File: config.mk
export PLATFORM = sky130hd
export DESIGN_NAME = mem_access_ctrl_flat
export DESIGN_NICKNAME = d
export VERILOG_FILES = /design/src/rtl/mem_access_ctrl_if.sv /design/src/rtl/mem_access_ctrl.sv /design/src/flat_wrapper.sv
export SDC_FILE = /design/constraint.sdc
export NUM_CORES = 1
export LEC_CHECK = 0
export CORE_UTILIZATION = 36
export DETAILED_ROUTE_END_ITERATION = 16
export PLACE_DENSITY = 0.76
export SETUP_SLACK_MARGIN = 0.05
export SYNTH_ARGS = -nofsm -noshare
export SYNTH_HDL_FRONTEND = slang
export SYNTH_SLANG_ARGS = --single-unit
export TNS_END_PERCENT = 10
File: constraint.sdc
create_clock -name CLK -period 1.7 [get_ports CLK]
set_clock_uncertainty 0.2 [all_clocks]
set_input_delay 0.255 -clock CLK [delete_from_list [all_inputs] [get_ports CLK]]
set_output_delay 0.255 -clock CLK [all_outputs]
set_load 0.05 [all_outputs]
File: src/rtl/mem_access_ctrl_if.sv
// mem_access_ctrl_if
//   Bundles the datapath-side handshake and the RAM-side bus of the MAR/MDR
//   access controller.
//   Datapath -> ctrl : BUS_IN, LDMAR, LDMDR, MIO_EN, R_W
//   Ctrl -> datapath : R, MAR_OUT, MDR_OUT, BUSY_ERR
//   Ctrl -> RAM      : RAM_ADDR, RAM_WDATA, RAM_WE, RAM_RE
//   RAM -> ctrl      : RAM_RDATA
//   slave modport is the controller; master is its environment (datapath + RAM).
interface mem_access_ctrl_if #(
   parameter int unsigned DATA_W = 16,
   parameter int unsigned ADDR_W = 16
);
   logic [DATA_W-1:0] BUS_IN;
   logic              LDMAR;
   logic              LDMDR;
   logic              MIO_EN;
   logic              R_W;
   logic              R;
   logic [ADDR_W-1:0] MAR_OUT;
   logic [DATA_W-1:0] MDR_OUT;
   logic              BUSY_ERR;
   logic [ADDR_W-1:0] RAM_ADDR;
   logic [DATA_W-1:0] RAM_WDATA;
   logic              RAM_WE;
   logic              RAM_RE;
   logic [DATA_W-1:0] RAM_RDATA;

   modport slave (
      input  BUS_IN, LDMAR, LDMDR, MIO_EN, R_W, RAM_RDATA,
      output R, MAR_OUT, MDR_OUT, BUSY_ERR, RAM_ADDR, RAM_WDATA, RAM_WE, RAM_RE
   );

   modport master (
      output BUS_IN, LDMAR, LDMDR, MIO_EN, R_W, RAM_RDATA,
      input  R, MAR_OUT, MDR_OUT, BUSY_ERR, RAM_ADDR, RAM_WDATA, RAM_WE, RAM_RE
   );
endinterface

File: src/rtl/mem_access_ctrl.sv
// mem_access_ctrl
//   MAR/MDR holding stage and RAM access sequencer. Latches address/data from
//   the datapath bus, runs a read or write to the RAM lasting WAIT_CYCLES+1
//   ACCESS cycles, then holds R high until the request (MIO_EN) drops.
//   Ports:
//     CLK   - rising-edge clock
//     RESET - synchronous active-high reset; also gates RAM_WE/RAM_RE at once
//     bus   - mem_access_ctrl_if.slave (datapath handshake + RAM bus)
module mem_access_ctrl #(
   parameter int unsigned DATA_W      = 16,
   parameter int unsigned ADDR_W      = 16,
   parameter int unsigned WAIT_CYCLES = 2
) (
   input  logic                 CLK,
   input  logic                 RESET,
   mem_access_ctrl_if.slave     bus
);

   typedef enum logic [1:0] {
      IDLE   = 2'd0,
      ACCESS = 2'd1,
      DONE   = 2'd2
   } state_t;

   localparam logic [3:0] CNT_INIT = 4'(WAIT_CYCLES);

   state_t            state_q, state_d;
   logic [ADDR_W-1:0] mar_q, mar_d;
   logic [DATA_W-1:0] mdr_q, mdr_d;
   logic [3:0]        cnt_q, cnt_d;
   logic              rw_q, rw_d;
   logic              busy_err_q, busy_err_d;

   always_ff @(posedge CLK) begin
      if (RESET) begin
         state_q    <= IDLE;
         mar_q      <= '0;
         mdr_q      <= '0;
         cnt_q      <= '0;
         rw_q       <= 1'b0;
         busy_err_q <= 1'b0;
      end else begin
         state_q    <= state_d;
         mar_q      <= mar_d;
         mdr_q      <= mdr_d;
         cnt_q      <= cnt_d;
         rw_q       <= rw_d;
         busy_err_q <= busy_err_d;
      end
   end

   always_comb begin
      state_d    = state_q;
      mar_d      = mar_q;
      mdr_d      = mdr_q;
      cnt_d      = cnt_q;
      rw_d       = rw_q;
      busy_err_d = busy_err_q;

      case (state_q)
         IDLE: begin
            if (bus.LDMAR) mar_d = ADDR_W'(bus.BUS_IN);
            // A request in the same cycle wins over an MDR load; the load is
            // silently dropped rather than flagged.
            if (bus.LDMDR && !bus.MIO_EN) mdr_d = bus.BUS_IN;
            if (bus.MIO_EN) begin
               rw_d    = bus.R_W;
               cnt_d   = CNT_INIT;
               state_d = ACCESS;
            end
         end
         ACCESS: begin
            if (cnt_q != 4'd0) begin
               cnt_d = cnt_q - 4'd1;
            end else begin
               if (!rw_q) mdr_d = bus.RAM_RDATA;
               state_d = DONE;
            end
         end
         DONE: begin
            if (!bus.MIO_EN) state_d = IDLE;
         end
         default: state_d = IDLE;
      endcase

      // Loads while an access is in flight are rejected and remembered.
      if (state_q != IDLE && (bus.LDMAR || bus.LDMDR)) busy_err_d = 1'b1;
   end

   // Outputs decoded from state; RESET kills the RAM strobes in the same cycle.
   always_comb begin
      bus.R         = (state_q == DONE);
      bus.MAR_OUT   = mar_q;
      bus.MDR_OUT   = mdr_q;
      bus.BUSY_ERR  = busy_err_q;
      bus.RAM_ADDR  = mar_q;
      bus.RAM_WDATA = mdr_q;
      bus.RAM_RE    = !RESET && (state_q == ACCESS) && !rw_q;
      bus.RAM_WE    = !RESET && (state_q == ACCESS) && rw_q && (cnt_q == 4'd0);
   end

endmodule

File: src/flat_wrapper.sv
// flat-port wrapper written by rule: the top's interface ports become plain ports
module mem_access_ctrl_flat 
#(
   parameter int unsigned DATA_W      = 16,
   parameter int unsigned ADDR_W      = 16,
   parameter int unsigned WAIT_CYCLES = 2
)
  (CLK, RESET, bus_BUS_IN, bus_LDMAR, bus_LDMDR, bus_MIO_EN, bus_R_W, bus_RAM_RDATA, bus_R, bus_MAR_OUT, bus_MDR_OUT, bus_BUSY_ERR, bus_RAM_ADDR, bus_RAM_WDATA, bus_RAM_WE, bus_RAM_RE);
  mem_access_ctrl_if #(.DATA_W(DATA_W), .ADDR_W(ADDR_W)) bus_i ();
  input  logic CLK;
  input  logic RESET;
  input wire logic [$bits(bus_i.BUS_IN)-1:0] bus_BUS_IN;
  input wire logic [$bits(bus_i.LDMAR)-1:0] bus_LDMAR;
  input wire logic [$bits(bus_i.LDMDR)-1:0] bus_LDMDR;
  input wire logic [$bits(bus_i.MIO_EN)-1:0] bus_MIO_EN;
  input wire logic [$bits(bus_i.R_W)-1:0] bus_R_W;
  input wire logic [$bits(bus_i.RAM_RDATA)-1:0] bus_RAM_RDATA;
  output wire logic [$bits(bus_i.R)-1:0] bus_R;
  output wire logic [$bits(bus_i.MAR_OUT)-1:0] bus_MAR_OUT;
  output wire logic [$bits(bus_i.MDR_OUT)-1:0] bus_MDR_OUT;
  output wire logic [$bits(bus_i.BUSY_ERR)-1:0] bus_BUSY_ERR;
  output wire logic [$bits(bus_i.RAM_ADDR)-1:0] bus_RAM_ADDR;
  output wire logic [$bits(bus_i.RAM_WDATA)-1:0] bus_RAM_WDATA;
  output wire logic [$bits(bus_i.RAM_WE)-1:0] bus_RAM_WE;
  output wire logic [$bits(bus_i.RAM_RE)-1:0] bus_RAM_RE;
  assign bus_i.BUS_IN = bus_BUS_IN;
  assign bus_i.LDMAR = bus_LDMAR;
  assign bus_i.LDMDR = bus_LDMDR;
  assign bus_i.MIO_EN = bus_MIO_EN;
  assign bus_i.R_W = bus_R_W;
  assign bus_i.RAM_RDATA = bus_RAM_RDATA;
  assign bus_R = bus_i.R;
  assign bus_MAR_OUT = bus_i.MAR_OUT;
  assign bus_MDR_OUT = bus_i.MDR_OUT;
  assign bus_BUSY_ERR = bus_i.BUSY_ERR;
  assign bus_RAM_ADDR = bus_i.RAM_ADDR;
  assign bus_RAM_WDATA = bus_i.RAM_WDATA;
  assign bus_RAM_WE = bus_i.RAM_WE;
  assign bus_RAM_RE = bus_i.RAM_RE;
  mem_access_ctrl #(.DATA_W(DATA_W), .ADDR_W(ADDR_W), .WAIT_CYCLES(WAIT_CYCLES)) u_core (.CLK(CLK), .RESET(RESET), .bus(bus_i));
endmodule
==> results.md, run 1 <==
- PnR Total Power: 4550 uW
- Max Slew Vio Count: 0
- Synth Flop Type: dfxtp_1
- Nets: 355
- Final instance area: 3970 um2
- Worst Hold End: u_core.cnt_q[1]$_SDFFE_PP0P_
- FMAX: 0.532 GHz
- RePlAce Congestion: 0.787
- Worst slew pin tran: 0.392 ns
- Critical Path Sink Type: output pin
- RSZ-0062 raised after global routing: true
- Max cap viols: 0
- Synth Register Bits: 40
- Fin crit share: 111%
- Commonest non-fill, non-tap cells in the layout: buf_12 (64), dfxtp_1 (37), clkdlybuf4s50_1 (36)
- Fin util: 71.1%
- Worst setup SP type: register
- Die width: 78.4 um
- Worst Reg-to-Reg Cells: 8
- # port buffers: 105
- Share of synthesized area occupied by flip-flops and latches: 38.1%
- Synth Area per Inst: 9.34 um2
- Peak supply drop: 0.721 mV
- Global Route Usage Sum: 21.3%
- Max clock buf depth: 2
- Synthesized area: 2100 um2
- Clk sinks: 40
- CTS tree: yes
- Synth Instances: 225
- Failing checks: setup timing
- # diodes: 0
- Relative slew margins: 73.8%
- Antenna Violating Nets Remaining: 0
- Drt pass-1 iters: 4
- Die H: 78.4 um
- Drt drc: 0
- CP arrival: 1.42 ns
- Synth Warn #: 0
- CP max FO: 4
- DR vias: 1989
- Row count: 27
- CP startpoint: u_core.cnt_q[0]$_SDFFE_PP0P_
- Starting Density: 37.7%
- Post-synth ARST share: 0%
- Initial antenna violation count: 0
- Hold Startpoint: RESET
- Area grow syn2layout: 88.7%
- WS Path Type: register to output pin
- Mapped Nets: 264
- Commonest non-fill, non-tap cell in the layout: buf_12
- Clk_lat worst skew: 0.28 ns
- Final Hold Viols: 0
- RR Endpoint: u_core.cnt_q[0]$_SDFFE_PP0P_
- Post-synth cell types: 35
- Initial DRC Count: 50
- Outcome: complete, but fails checks
- Die area: 6140 um2
- Crit path time final: 1.88 ns
- First-pass GRT wire length: 10100 um
- Placed wire-length estimate: 4890 um
- CTS Buf Count: 5
- DR WL/cell: 16.5 um
- Final setup viols: 20
- Cell leakage power: 0.00152 uW
- Worst min path class: primary input to register
- Pwr/cell area: 1150 nW/um2
- H-tree depth: 2
- Routed WL: 6410 um
- Share of cells above drive strength 1: 46.5%
- Vias in the first global route: 2014
- I/O pins: 106
- Worst R2R Start: u_core.cnt_q[0]$_SDFFE_PP0P_
- Root buffer cell: clkbuf_8
- CORE AREA: 5570 um2
- Placed cell areas: 3730 um2
- Hold depth: 3
- Setup WS post-layout: -0.179 ns
- Worst R2R Setup Slack: -0.14 ns
- Grt total ovfl: 0
- Post-synth EDFFs: 0
- Largest net degree at the start of global routing: 17
- Clock transition at path regs: 0.07 ns
- WP data required: 1.24 ns
- Via-to-Cell Ratio: 5.13
[cell families (layout without fill, tap and decap cells)]
logic type	Yosys count	after routing	share of synthesized area (%)
compound gates	61	61	21.4
fa+ha+maj	1	1	0.595
buf+inv	51	142	16.7
flops	40	40	38.1
mux	17	17	8.10
simple gates	55	55	15.0
[registers in the layout, summed over array words and instances (netlist names)]
| register | flops |
|---|---|
| u_core.bus.MAR_OUT | 16 |
| u_core.bus.MDR_OUT | 16 |
| u_core.cnt_q | 4 |
| u_core.state_q | 2 |
| u_core.bus.BUSY_ERR | 1 |
| u_core.rw_q | 1 |
[per-stage QoR]
step / TNS (ns) / setup WS, ns / instances / hold slack [ns]
3_5_place_dp: -6.40 / -0.237 / 377 / 0.240
2_1_floorplan: -0.0940 / -0.0595 / 225 / 0.191
5_1_grt: -2.79 / -0.230 / 388 / 0.205
3_3_place_gp: -5.64 / -0.172 / 377 / 0.237
4_1_cts: -1.28 / -0.160 / 388 / 0.213
6_report: -1.58 / -0.179 / 388 / 0.209
[cell type report]
type                       instances  area [um2]
clock inverter                     1        5.00
fill                             403        1610
clock buffer                       6        72.6
tap                               72        90.1
sequential                        40         810
multi-input combinational        134        1080
inverter                           3        13.8
timing repair buffer             132        1900
[critical path, cell delays in order, from the launching register on]
cell     delay [ns]
dfxtp_4        0.36
inv_4          0.05
ha_4           0.12
nor3b_4        0.20
and4b_4        0.27
buf_12         0.13
[power breakdown]
part | total [uW] | internal, uW | switching [uW]
Clock | 586 | 279 | 307
Sequential | 1310 | 1070 | 238
Combinational | 2660 | 1300 | 1360
[repair_timing]
| action | CTS | global route |
|---|---|---|
| gates resized for setup | 20 | 10 |
| setup endpoints to repair | 21 | 21 |
| setup buffers | 4 | 0 |
| hold buffers | 0 | 0 |
| pin swaps | 6 | 1 |
[how the worst max path moves through the flow]
stage	slack, ns	depth (start not counted)	endpoint
after detailed placement	-0.24	5	u_core.bus.MDR_OUT[15]$_SDFFE_PP0P_
after global placement	-0.17	4	u_core.bus.MAR_OUT[14]$_SDFFE_PP0P_
after global routing	-0.23	5	bus_RAM_WE
final	-0.18	5	bus_RAM_WE
after CTS	-0.16	5	bus_RAM_WE
after floorplan	-0.06	6	bus_RAM_WE
[Yosys cell counts, drive strengths merged (2+ instances only)]
master | instances | share of area, %
mux2i | 17 | 8.1
a211oi | 32 | 14
or3 | 2 | 0.60
or3b | 2 | 0.83
a21oi | 21 | 5.0
nor2b | 2 | 0.60
buf | 44 | 15
nand2 | 34 | 6.1
nand2b | 3 | 0.89
inv | 3 | 0.54
clkbuf | 4 | 0.71
nor3b | 3 | 1.8
dfxtp | 40 | 38
nor3 | 2 | 0.48
o21ai | 2 | 0.48
[metal layers]
| layer | part of all wire, % | track usage, % | vias up |
|---|---|---|---|
| met5 | 0 | 0 | - |
| met4 | 1.9 | 6.85 | 0 |
| met3 | 5.7 | 5.81 | 11 |
| met2 | 52 | 38.9 | 82 |
| met1 | 40 | 23.7 | 951 |
| li1 | - | - | 945 |
No activity file was read; power rests on OpenSTA's default activity.
==> run 2: changes to the inputs <==
CORE_UTILIZATION = 41   (was 36)
CTS_BUF_LIST = sky130_fd_sc_hd__clkbuf_4 sky130_fd_sc_hd__clkbuf_8   (was unset)
PLACE_DENSITY = 0.82   (was 0.76)
clock period = 1.85 ns   (was 1.7 ns; I/O delays follow)
==> results.md, run 2 (synthesized netlist as in run 1, its figures left out) <==
- Outcome: complete, but fails checks
- Failing checks: setup timing
- Fin crit share: 102%
- Commonest non-fill, non-tap cells in the layout: buf_4 (77), dfxtp_1 (37), clkdlybuf4s50_1 (36)
- Cell leakage power: 0.00125 uW
- Pwr/cell area: 1150 nW/um2
- Placed wire-length estimate: 3940 um
- CP arrival: 1.41 ns
- Clk sinks: 40
- Max clock buf depth: 2
- Setup WS post-layout: -0.0368 ns
- CP max-delay cell: dfxtp_2
- H-tree depth: 2
- Clk_lat worst skew: 0.29 ns
- PnR Total Power: 3480 uW
- Placed cell areas: 2880 um2
- Relative slew margins: 61.0%
- Routed WL: 5430 um
- Via-to-Cell Ratio: 5.12
- Area grow syn2layout: 43.6%
- Filler instances: 418
- Placed instance count: 363
- FMAX: 0.530 GHz
- Final setup viols: 1
- Final Hold Viols: 0
- Row count: 25
- Peak supply drop: 0.601 mV
- Worst min path class: primary input to register
- Commonest non-fill, non-tap cell in the layout: buf_4
- Antenna Violating Nets Remaining: 0
- CP Cell Sequence: inv_2, ha_4, nor3b_4, and4b_2, buf_12
- Share of cells above drive strength 1: 39.8%
- DR WL/cell: 14.6 um
- Pre-CTS setup slack: -0.0837 ns
- Largest net degree at the start of global routing: 23
- Drt drc: 0
- First-pass GRT wire length: 8130 um
- DR vias: 1898
- Initial DRC Count: 114
- CP peak stage delay: 0.34 ns
- Multi-input gate area: 996 um2
- RePlAce Congestion: 0.807
- Clock transition at path regs: 0.07 ns
- Critical Path Sink Type: output pin
- Vias in the first global route: 1714
- Die area: 5410 um2
- Worst slew pin tran: 0.584 ns
- Crit path time final: 1.89 ns
- Max Slew Vio Count: 0
- Root buffer cell: clkbuf_8
- CTS tree: yes
- CORE AREA: 4820 um2
- # port buffers: 105
- Die H: 73.6 um
- Final instance area: 3020 um2
- Drt pass-1 iters: 6
- Sequential cell area: 807 um2
- # diodes: 0
- I/O pins: 106
- RSZ-0062 raised after global routing: true
- Global Route Usage Sum: 19.8%
- Worst setup SP type: register
- Die width: 73.6 um
- Starting Density: 43.6%
- WP data required: 1.37 ns
- Initial antenna violation count: 0
- Fin cells: 371
- WS Path Type: register to output pin
- Grt total ovfl: 0
- CP max FO: 4
- CTS Buf Count: 5
- Nets: 343
- Max cap viols: 0
## run 2: cell count changes in the layout (fill, tap and decap cells not counted), moves of 2 or more
cell / previous run / this run
a211oi_1: 9 / 19
a211oi_2: 23 / 13
a21oi_1: 18 / 21
a21oi_2: 3 / 0
buf_12: 64 / 3
buf_4: 26 / 77
buf_6: 5 / 3
## run 2: final timing paths
check	start	to	slack [ns]	depth (start not counted)
hold reg to reg	u_core.bus.BUSY_ERR$_SDFFE_PP0P_	u_core.bus.BUSY_ERR$_SDFFE_PP0P_	0.26	2
setup reg to reg	u_core.cnt_q[0]$_SDFFE_PP0P_	u_core.cnt_q[3]$_SDFFE_PP0P_	0.04	6
setup / recovery	u_core.cnt_q[0]$_SDFFE_PP0P_	bus_RAM_WE	-0.04	5
hold / removal	RESET	u_core.rw_q$_SDFFE_PP0P_	0.01	2
## run 2: routing by layer
layer | part of all wire (%) | vias to the layer above | routed length (um) | global-route usage [%]
met5 | 0 | - | 0 | 0
met4 | 1.8 | 0 | 99 | 8.12
met3 | 6.5 | 9 | 351 | 3.98
met2 | 48 | 77 | 2600 | 33.3
met1 | 44 | 882 | 2380 | 24.7
li1 | - | 930 | - | -
## run 2: critical path, delay by kind of cell, from the launching register on
kind	cells	cell delay (ns)
buffers and inverters	2	0.21
flip-flops	1	0.34
AND/OR/NAND/NOR	2	0.45
adder cells (fa/ha/maj)	1	0.12
## run 2: report_power, final
part / switching (uW) / internal, uW / total [uW]
clock: 290 / 271 / 561
sequential: 120 / 984 / 1100
combinational: 1160 / 646 / 1810
total: 1570 / 1900 / 3480
## run 2: area by class of cell
class	instances	share of cell area [%]
flip-flops and latches	40	26.8
repair buffers	120	34.4
clock buffers	6	2.53
multi-input cells	134	33.0
inverters	3	0.373
well taps	67	2.78
clock inverters	1	0.166
## run 2: what timing repair did
action	4_1_cts	5_1_grt
buffers inserted	1	0
pin swaps	3	2
endpoints found under the setup margin	20	6
resized for setup	8	7
hold buffers	0	0
## run 2: per-stage QoR
step	hold WS [ns]	util [%]	TNS, ns
after floorplan	0.214	-	-0.173
after global placement	0.238	59.7	-1.00
after detailed placement	0.246	59.7	-1.47
after CTS	0.00419	62.0	-0.0351
after global routing	0.0206	62.6	-0.110
final	0.0118	62.6	-0.0368
